`config.mk`:
```
export PLATFORM = sky130hd
export DESIGN_NAME = issue_ctl
export DESIGN_NICKNAME = d
export VERILOG_FILES = /design/src/rtl/issue_ctl.sv
export SDC_FILE = /design/constraint.sdc
export NUM_CORES = 1
export LEC_CHECK = 0
export ABC_AREA = 1
export CAP_MARGIN = 20
export CORE_MARGIN = 2
export CORE_UTILIZATION = 53
export DETAILED_ROUTE_END_ITERATION = 6
export PLACE_DENSITY = 0.95
export SYNTH_ARGS = -nofsm -noshare
export SYNTH_HDL_FRONTEND = slang
export SYNTH_SLANG_ARGS = --single-unit
```
`constraint.sdc`:
```
create_clock -name clk -period 4.7 [get_ports clk]
set_input_delay 1.41 -clock clk [delete_from_list [all_inputs] [get_ports clk]]
set_output_delay 1.41 -clock clk [all_outputs]
set_load 0.02 [all_outputs]
```
`src/rtl/issue_ctl.sv`:
```
// issue_ctl: decode issue/interlock controller with a register-write scoreboard
// for r0..r13, an in-flight write limit and a halt/drain sequence.
// Optional build macro ISSUE_CTL_STATS_EN adds a saturating stall-cycle counter.
module issue_ctl #(
  parameter int unsigned MAX_INFLIGHT = 3,
  parameter int unsigned CNT_W        = 4
) (
  input  logic             clk,
  input  logic             rst,
  input  logic             ins_valid,
  input  logic [3:0]       Ra,
  input  logic [3:0]       Rb,
  input  logic             Imb,
  input  logic [3:0]       Rc,
  input  logic             wr_en,
  input  logic             wb_valid,
  input  logic [3:0]       wb_rc,
  input  logic             halt_req,
  output logic             issue,
  output logic             stall,
  output logic [13:0]      pending,
  output logic [CNT_W-1:0] inflight,
  output logic             halted,
  output logic             wb_err,
  output logic [15:0]      stall_cnt
);

  typedef enum logic [1:0] {StRun, StDrain, StHalted} state_e;

  state_e           state_q;
  logic [13:0]      pending_q, pending_d;
  logic [CNT_W-1:0] inflight_q, inflight_d;
  logic             halted_q;
  logic             wb_err_q;

  // Indices 14 (pc) and 15 read as never-pending, so hazards need no range guard.
  logic [15:0] pend_ext;
  assign pend_ext = {2'b00, pending_q};

  logic rc_trk, wb_trk;
  logic raw_a, raw_b, waw, full;
  logic do_set, do_clr;
  logic [13:0] set_oh, clr_oh;

  assign rc_trk = (Rc < 4'd14);
  assign wb_trk = (wb_rc < 4'd14);
  assign raw_a  = pend_ext[Ra];
  assign raw_b  = ~Imb & pend_ext[Rb];
  assign waw    = wr_en & pend_ext[Rc];
  assign full   = wr_en & rc_trk & (inflight_q == CNT_W'(MAX_INFLIGHT));

  assign issue  = ins_valid & (state_q == StRun) & ~(raw_a | raw_b | waw | full);
  assign stall  = ins_valid & ~issue;

  assign do_set = issue & wr_en & rc_trk;
  assign do_clr = wb_valid & wb_trk & pend_ext[wb_rc];

  // Scoreboard next state: set on tracked issue, clear on retire of a pending bit.
  always_comb begin
    set_oh = '0;
    clr_oh = '0;
    for (int i = 0; i < 14; i++) begin
      set_oh[i] = do_set & (Rc == 4'(i));
      clr_oh[i] = do_clr & (wb_rc == 4'(i));
    end
    pending_d = (pending_q | set_oh) & ~clr_oh;
    unique case ({do_set, do_clr})
      2'b10:   inflight_d = inflight_q + CNT_W'(1);
      2'b01:   inflight_d = inflight_q - CNT_W'(1);
      default: inflight_d = inflight_q;
    endcase
  end

  // Scoreboard, in-flight count and sticky writeback error.
  always_ff @(posedge clk or posedge rst) begin
    if (rst) begin
      pending_q  <= '0;
      inflight_q <= '0;
      wb_err_q   <= 1'b0;
    end else begin
      pending_q  <= pending_d;
      inflight_q <= inflight_d;
      if (wb_valid && wb_trk && !pend_ext[wb_rc]) wb_err_q <= 1'b1;
    end
  end

  // Halt/drain FSM; DRAIN always lasts at least one cycle.
  always_ff @(posedge clk or posedge rst) begin
    if (rst) begin
      state_q  <= StRun;
      halted_q <= 1'b0;
    end else begin
      unique case (state_q)
        StRun: begin
          if (halt_req) state_q <= StDrain;
        end
        StDrain: begin
          if (!halt_req) begin
            state_q <= StRun;
          end else if (inflight_q == '0) begin
            state_q  <= StHalted;
            halted_q <= 1'b1;
          end
        end
        StHalted: begin
          if (!halt_req) begin
            state_q  <= StRun;
            halted_q <= 1'b0;
          end
        end
        default: begin
          state_q  <= StRun;
          halted_q <= 1'b0;
        end
      endcase
    end
  end

  assign pending  = pending_q;
  assign inflight = inflight_q;
  assign halted   = halted_q;
  assign wb_err   = wb_err_q;

`ifdef ISSUE_CTL_STATS_EN
  logic [15:0] stall_cnt_q;

  // Saturating count of stalled cycles.
  always_ff @(posedge clk or posedge rst) begin
    if (rst) begin
      stall_cnt_q <= '0;
    end else if (stall && (stall_cnt_q != 16'hFFFF)) begin
      stall_cnt_q <= stall_cnt_q + 16'd1;
    end
  end

  assign stall_cnt = stall_cnt_q;
`else
  assign stall_cnt = 16'h0000;
`endif

endmodule

```
==> results of run 1 <==
==> cells by family after synthesis <==
family | Yosys count | share of synthesized area (%)
buffers and inverters | 83 | 20.3
AOI/OAI and AO/OA | 36 | 11.2
DFF | 22 | 25.1
other | 1 | 0.171
adders and majority gates | 3 | 1.71
and+or+nand+nor | 185 | 40.4
xor gates and xnor gates | 3 | 1.20
==> worst min path at each step <==
| stage | slack (ns) | to | startpoint | cells past startpoint |
|---|---|---|---|---|
| 2_1_floorplan | 0.48 | state_q[1]$_DFFE_PP0P_ | state_q[1]$_DFFE_PP0P_ | 2 |
| 3_5_place_dp | 0.49 | wb_err$_DFFE_PP0P_ | wb_err$_DFFE_PP0P_ | 1 |
| 4_1_cts | 0.52 | wb_err$_DFFE_PP0P_ | wb_err$_DFFE_PP0P_ | 1 |
| 3_3_place_gp | 0.47 | wb_err$_DFFE_PP0P_ | wb_err$_DFFE_PP0P_ | 1 |
| 5_1_grt | 0.53 | wb_err$_DFFE_PP0P_ | wb_err$_DFFE_PP0P_ | 1 |
| 6_report | 0.51 | wb_err$_DFFE_PP0P_ | wb_err$_DFFE_PP0P_ | 1 |
==> cell usage in the layout (no fill, tap or decap), types with 4 or more instances in the layout <==
cell type | Yosys | layout
buf_4 | 16 | 15
o21ai_1 | 4 | 4
nand2_1 | 81 | 81
nor2_1 | 33 | 33
clkdlybuf4s50_1 | 0 | 42
inv_2 | 4 | 4
nor2_2 | 5 | 5
a21oi_1 | 10 | 10
conb_1 | 1 | 16
dfrtp_1 | 22 | 22
nand4_1 | 16 | 16
inv_1 | 50 | 50
a21oi_2 | 10 | 10
a22oi_1 | 6 | 6
nand3_1 | 31 | 31
nor3_2 | 9 | 9
==> per-layer routing <==
| metal | track usage [%] | share of wire, % | up-vias |
|---|---|---|---|
| met4 | 9.00 | 2.6 | 0 |
| met2 | 47.5 | 49 | 148 |
| met3 | 4.61 | 10 | 21 |
| met1 | 35.2 | 38 | 1086 |
| met5 | 0 | 0 | - |
| li1 | - | - | 1144 |
==> sequential cells by signal, indices dropped and copies added (netlist names) <==
register and count:
halted 1, inflight 4, pending 14, state_q 2, wb_err 1
==> power groups by stage <==
stage	registers (W)	clock network [W]	logic, W
6_report	0.000335	0.000178	0.000537
5_1_grt	0.000342	0.000188	0.000588
4_1_cts	0.000331	0.000180	0.000533
3_5_place_dp	0.000334	0	0.000530
3_3_place_gp	0.000334	0	0.000515
2_1_floorplan	0.000387	0	0.000268
==> through the flow <==
step / total power, W / setup TNS [ns] / setup WS, ns / instances / utilization [%]
6_report: 0.00105 / 0 / 0.210 / 437 / 68.3
2_1_floorplan: 0.000655 / 0 / 0.937 / 348 / -
3_3_place_gp: 0.000849 / -0.266 / -0.144 / 433 / 66.7
5_1_grt: 0.00112 / 0 / 0.0865 / 437 / 68.3
3_5_place_dp: 0.000864 / -0.327 / -0.167 / 433 / 66.7
4_1_cts: 0.00104 / 0 / 0.0462 / 437 / 68.4
==> layout make-up <==
cell class                 instances  area [sq um]
multi-input combinational        243          1250
fill                             319          1270
tap                               50          62.6
clock buffer                       3          41.3
sequential                        22           551
timing repair buffer              60           563
inverter                          58           229
clock inverter                     1          30.0
==> repair_timing <==
| item | CTS | global route |
|---|---|---|
| resized for setup | 2 | 4 |
| hold endpoints to repair | 0 | 0 |
| endpoints found under the setup margin | 2 | 2 |
==> metrics.txt, run 1 <==
routability-driven placement congestion ratio=0.941; worst endpoint required time=3.29 ns; Crit. End Element=primary output; cell accounting for the most synthesized area=dfrtp_1; number of synthesized flops with an enable pin=0; post-synthesis sequential area ratio=approximately 25%; CP startpoint=Rb[0]; Final Max Slew Viols=0; Ys Warns=0; global route total overflow=0; CP top delay family=buffers and inverters; # DRC=0; Hold Fails Final Rpt=0; ys async rst share=100%; Via-to-Cell Ratio=about 5.5; Vias=approximately 2400; Setup violations, final=0; Finished Cell Area=between 2000 and 3000 sq um; clock network fraction of total power=between 10% and 20%; Worst Setup Path Type=input pin to primary output; Die ar.=~4700 sq um; layout cells sized above 1=16.3%; # rows=23; CP Capture Point=stall; P_int=between 0.0005 and 0.0006 W; most used cell, CP=nand2_1; sequential share of power=31.9%; critical-path cell list=clkdlybuf4s50_1 -> buf_12 -> inv_6 -> nand2_1 -> nand3_1 -> nand3_1 -> nand2_1 -> nor2_2 -> nor2_1 -> buf_4 -> nor2_4 -> nand2_1 -> nand2_1 -> inv_1 -> clkbuf_2; Mapped Cells=333; Total GRT Usage=approximately 28%; crit-path max FO=8; clk_skew=about 0.008 ns; Antenna Violating Nets Remaining=0; terminus of the critical flop-to-flop path=inflight[2]$_DFFE_PP0P_; max_slew headroom=42.9%; hpwl dp=4.68 mm; Placement Cell Area=between 2000 and 3000 sq um; TritonRoute pass-1 iters=5; clk root buf=clkbuf_8; CP Launch Type=input pin; Port Buffers=44; antenna cells=0; Core Footprint=about 4000 sq um; Max stage delay on crit path=around 0.5 ns; clock slew seen by the registers of the worst setup and hold paths=about 0.09 ns; die span in x=about 68 um; largest net degree at the start of global routing=23; hold_ws=just over 0.5 ns; Seq cells post-synth=22; RSZ-0062 raised after global routing=no; Pleak=~1.3 nW; htree depth=1; Achievable Freq=~220 MHz; syn_area_per_cell=about 6.6 sq um; Starting Density=54.8%; most common cell in the netlist=nand2_1; first-pass GRT wire length=around 10 mm; Worst R2R Path Depth=22; Worst Hold Class=flop to flop; CP arrival=3.08 ns; reg2reg start=pending[12]$_DFF_PP0_; drt wl/cell=between 10 and 15 um; Synth Flop Type=dfrtp_1; Max Cap Viol=0; Synth Cell Area=about 2200 sq um; P&R area growth vs syn=24.5%; Routed WL=approximately 6 mm; Gate power share=between 50% and 60%; top post-synthesis cells by count=nand2_1 (81), inv_1 (50), nor2_1 (33); Worst Tran Pin Value=between 0.8 and 0.9 ns; setup slack, reg-to-reg=1.92 ns; Clock Latency Late Sink=~0.27 ns; NumNets Final=about 410; worst vdd ir=0.318 mV; largest cells by area after synthesis=dfrtp_1 (25%), nand2_1 (14%), inv_1 (8.6%); hold-fix buffers at CTS=0; CTS max path bufs=2; antenna violations before repair=0; total CTS buffers=3; Tcrit/Tclk final=a little over nine tenths; count of cell types in the netlist=36; P per Cell Area=between 300 and 400 nW/um^2; NetSw=0.000456 W; vias in the first global route=around 2100; clock sink count=22; status=complete, no violations; Final min period=4.49 ns; Worst path depth=15; I/O pins=between 60 and 70; Sw Share=43.5%; Die H=roughly 68 um; Post-CTS Repair Setup Buffers=0; slowest stage cell, crit path=clkdlybuf4s50_1; drt initial violations=270; CTS tree=yes; top cell type's share of synthesized area=25.1%; Buffers & Inverters on Critical Path=6
No activity file was read; power rests on OpenSTA's default activity.
==> run 2: changes to the inputs <==
Settings changed: ABC_CLOCK_PERIOD_IN_PS from default to 4700, HOLD_SLACK_MARGIN from default to 0.08.
==> results of run 2 <==
Same layout as run 1: the final DEF is identical, and so are final timing and power.
==> run 3: changes to the inputs <==
Settings changed: ABC_CLOCK_PERIOD_IN_PS 4700 to 4550, CORE_UTILIZATION 53 to 49, PLACE_DENSITY 0.95 to 0.9.
Clock period 4.7 ns to 4.55 ns, I/O delays scaled along.
==> run 3 against run 2 <==
Net effect:
- clock power rose by 6%
- die area grew 7.7%
- design area up 1.2%
- global-route usage shrank 2.9 points
- critical endpoint unchanged
- largest cell class unchanged
==> metrics.txt, run 3 (synthesis gave the netlist of run 1 again) <==
Achievable Freq=approximately 230 MHz; worst vdd ir=about 0.36 mV; routability-driven placement congestion ratio=0.919; # rows=24; global route total overflow=0; Worst Hold Class=flop to flop; Die ar.=5020 sq um; Setup violations, final=0; Crit. End Element=primary output; clock slew seen by the registers of the worst setup and hold paths=about 0.090 ns; clk_skew=around 0.0095 ns; Core Footprint=4320 sq um; Final min period=approximately 4.4 ns; crit-path max FO=8; Total GRT Usage=24.8%; most common cell after layout, fill and taps aside=nand2_1; die span in x=a little over 70 um; P per Cell Area=394 nW/um^2; Worst Tran Pin Value=0.873 ns; Via-to-Cell Ratio=roughly 5.3; layout cells sized above 1=approximately 17%; drt wl/cell=13.7 um; drt initial violations=about 220; Clock Latency Late Sink=0.27 ns; Post-Layout Cell Count=443; htree depth=1; Tcrit/Tclk final=97.6%; vias in the first global route=2200; total CTS buffers=3; Vias=2327; antenna cells=0; max_slew headroom=between 40% and 50%; largest net degree at the start of global routing=23; antenna violations before repair=0; Pleak=approximately 1.3 nW; Die H=~71 um; most frequent cells in the layout=nand2_1 (81), inv_1 (50), clkdlybuf4s50_1 (42); Antenna Violating Nets Remaining=0; Hold Fails Final Rpt=0; status=complete, no violations; Routed WL=a little over 6 mm; CTS max path bufs=2; setup_tns=0 ns; pre-CTS setup slack=-0.303 ns; TritonRoute pass-1 iters=5; hpwl dp=between 4 and 5 mm; Tot Pwr=around 0.0011 W; Port Buffers=44; CP arrival=a little over 3 ns; I/O pins=between 60 and 70; Starting Density=about half; Worst Setup Path Type=input pin to primary output; worst endpoint required time=between 3 and 4 ns; CP Launch Type=input pin; clock sink count=22; Final Max Slew Viols=0; final setup margin=about 0.11 ns; Max Cap Viol=0; clk root buf=clkbuf_8; NumNets Final=~420; CTS tree=yes; P&R area growth vs syn=26.0%; # DRC=0; first-pass GRT wire length=approximately 10 mm; max FFs per register=14; RSZ-0062 raised after global routing=no; hold-fix buffers at CTS=0; Placed Cells=439; Post-CTS Repair Setup Buffers=0
## run 3: where the power goes
| part | switching (W) | internal (W) | total (W) |
|---|---|---|---|
| Sequential | 0.0000882 | 0.000258 | 0.000346 |
| Clock | 0.0000711 | 0.000118 | 0.000189 |
| Combinational | 0.000316 | 0.000239 | 0.000555 |
| Total | 0.000475 | 0.000615 | 0.00109 |
## run 3: cell type report
class                   count  area, sq um
flip-flops and latches     22          551
clock inverters             1         30.0
multi-input cells         243         1250
clock buffers               3         41.3
inverters                  58          229
well taps                  52         65.1
repair buffers             64          593
fillers                   394         1560
## run 3: stage by stage
stage	util, %	hold WS (ns)	cell area, sq um
floorplan	-	0.475	2250
global placement	62.5	0.467	2700
detailed placement	62.5	0.463	2700
CTS	64.1	0.496	2770
global route	63.9	0.504	2760
finish	63.9	0.498	2760
## run 3: final timing paths
path	startpoint	endpoint	slack, ns	cells past startpoint
min in group asynchronous	rst	wb_err$_DFFE_PP0P_	1.57	2
max	Rb[0]	stall	0.11	16
max reg2reg	pending[10]$_DFF_PP0_	inflight[2]$_DFFE_PP0P_	1.69	22
min reg2reg	wb_err$_DFFE_PP0P_	wb_err$_DFFE_PP0P_	0.50	1
min	wb_err$_DFFE_PP0P_	wb_err$_DFFE_PP0P_	0.50	1
max in group asynchronous	rst	pending[12]$_DFF_PP0_	2.44	2
## run 3: repair_timing
action	in CTS	in global routing
endpoints found under the setup margin	2	2
resized for setup	5	2
pin swaps	0	0
## run 3: per-layer routing
layer / wire, um / up-vias / track usage [%] / share of wire [%]
met5: 0 / - / 0 / 0
met4: 142 / 0 / 7.34 / 2.3
met3: 425 / 14 / 5.98 / 7.0
met2: 3010 / 106 / 43.3 / 50
met1: 2490 / 1065 / 30.3 / 41
li1: - / 1142 / - / -
## run 3: worst max-delay path, stage by stage
cell,delay [ns]
clkdlybuf4s50_1,0.50
buf_12,0.13
inv_6,0.04
nand2_1,0.06
nand3_1,0.08
nand2_1,0.09
nand2_1,0.06
nand2_1,0.06
nand2_1,0.05
nor2_1,0.11
buf_4,0.14
nor2_4,0.04
nand2_1,0.08
nand2_1,0.06
inv_1,0.05
buf_2,0.15
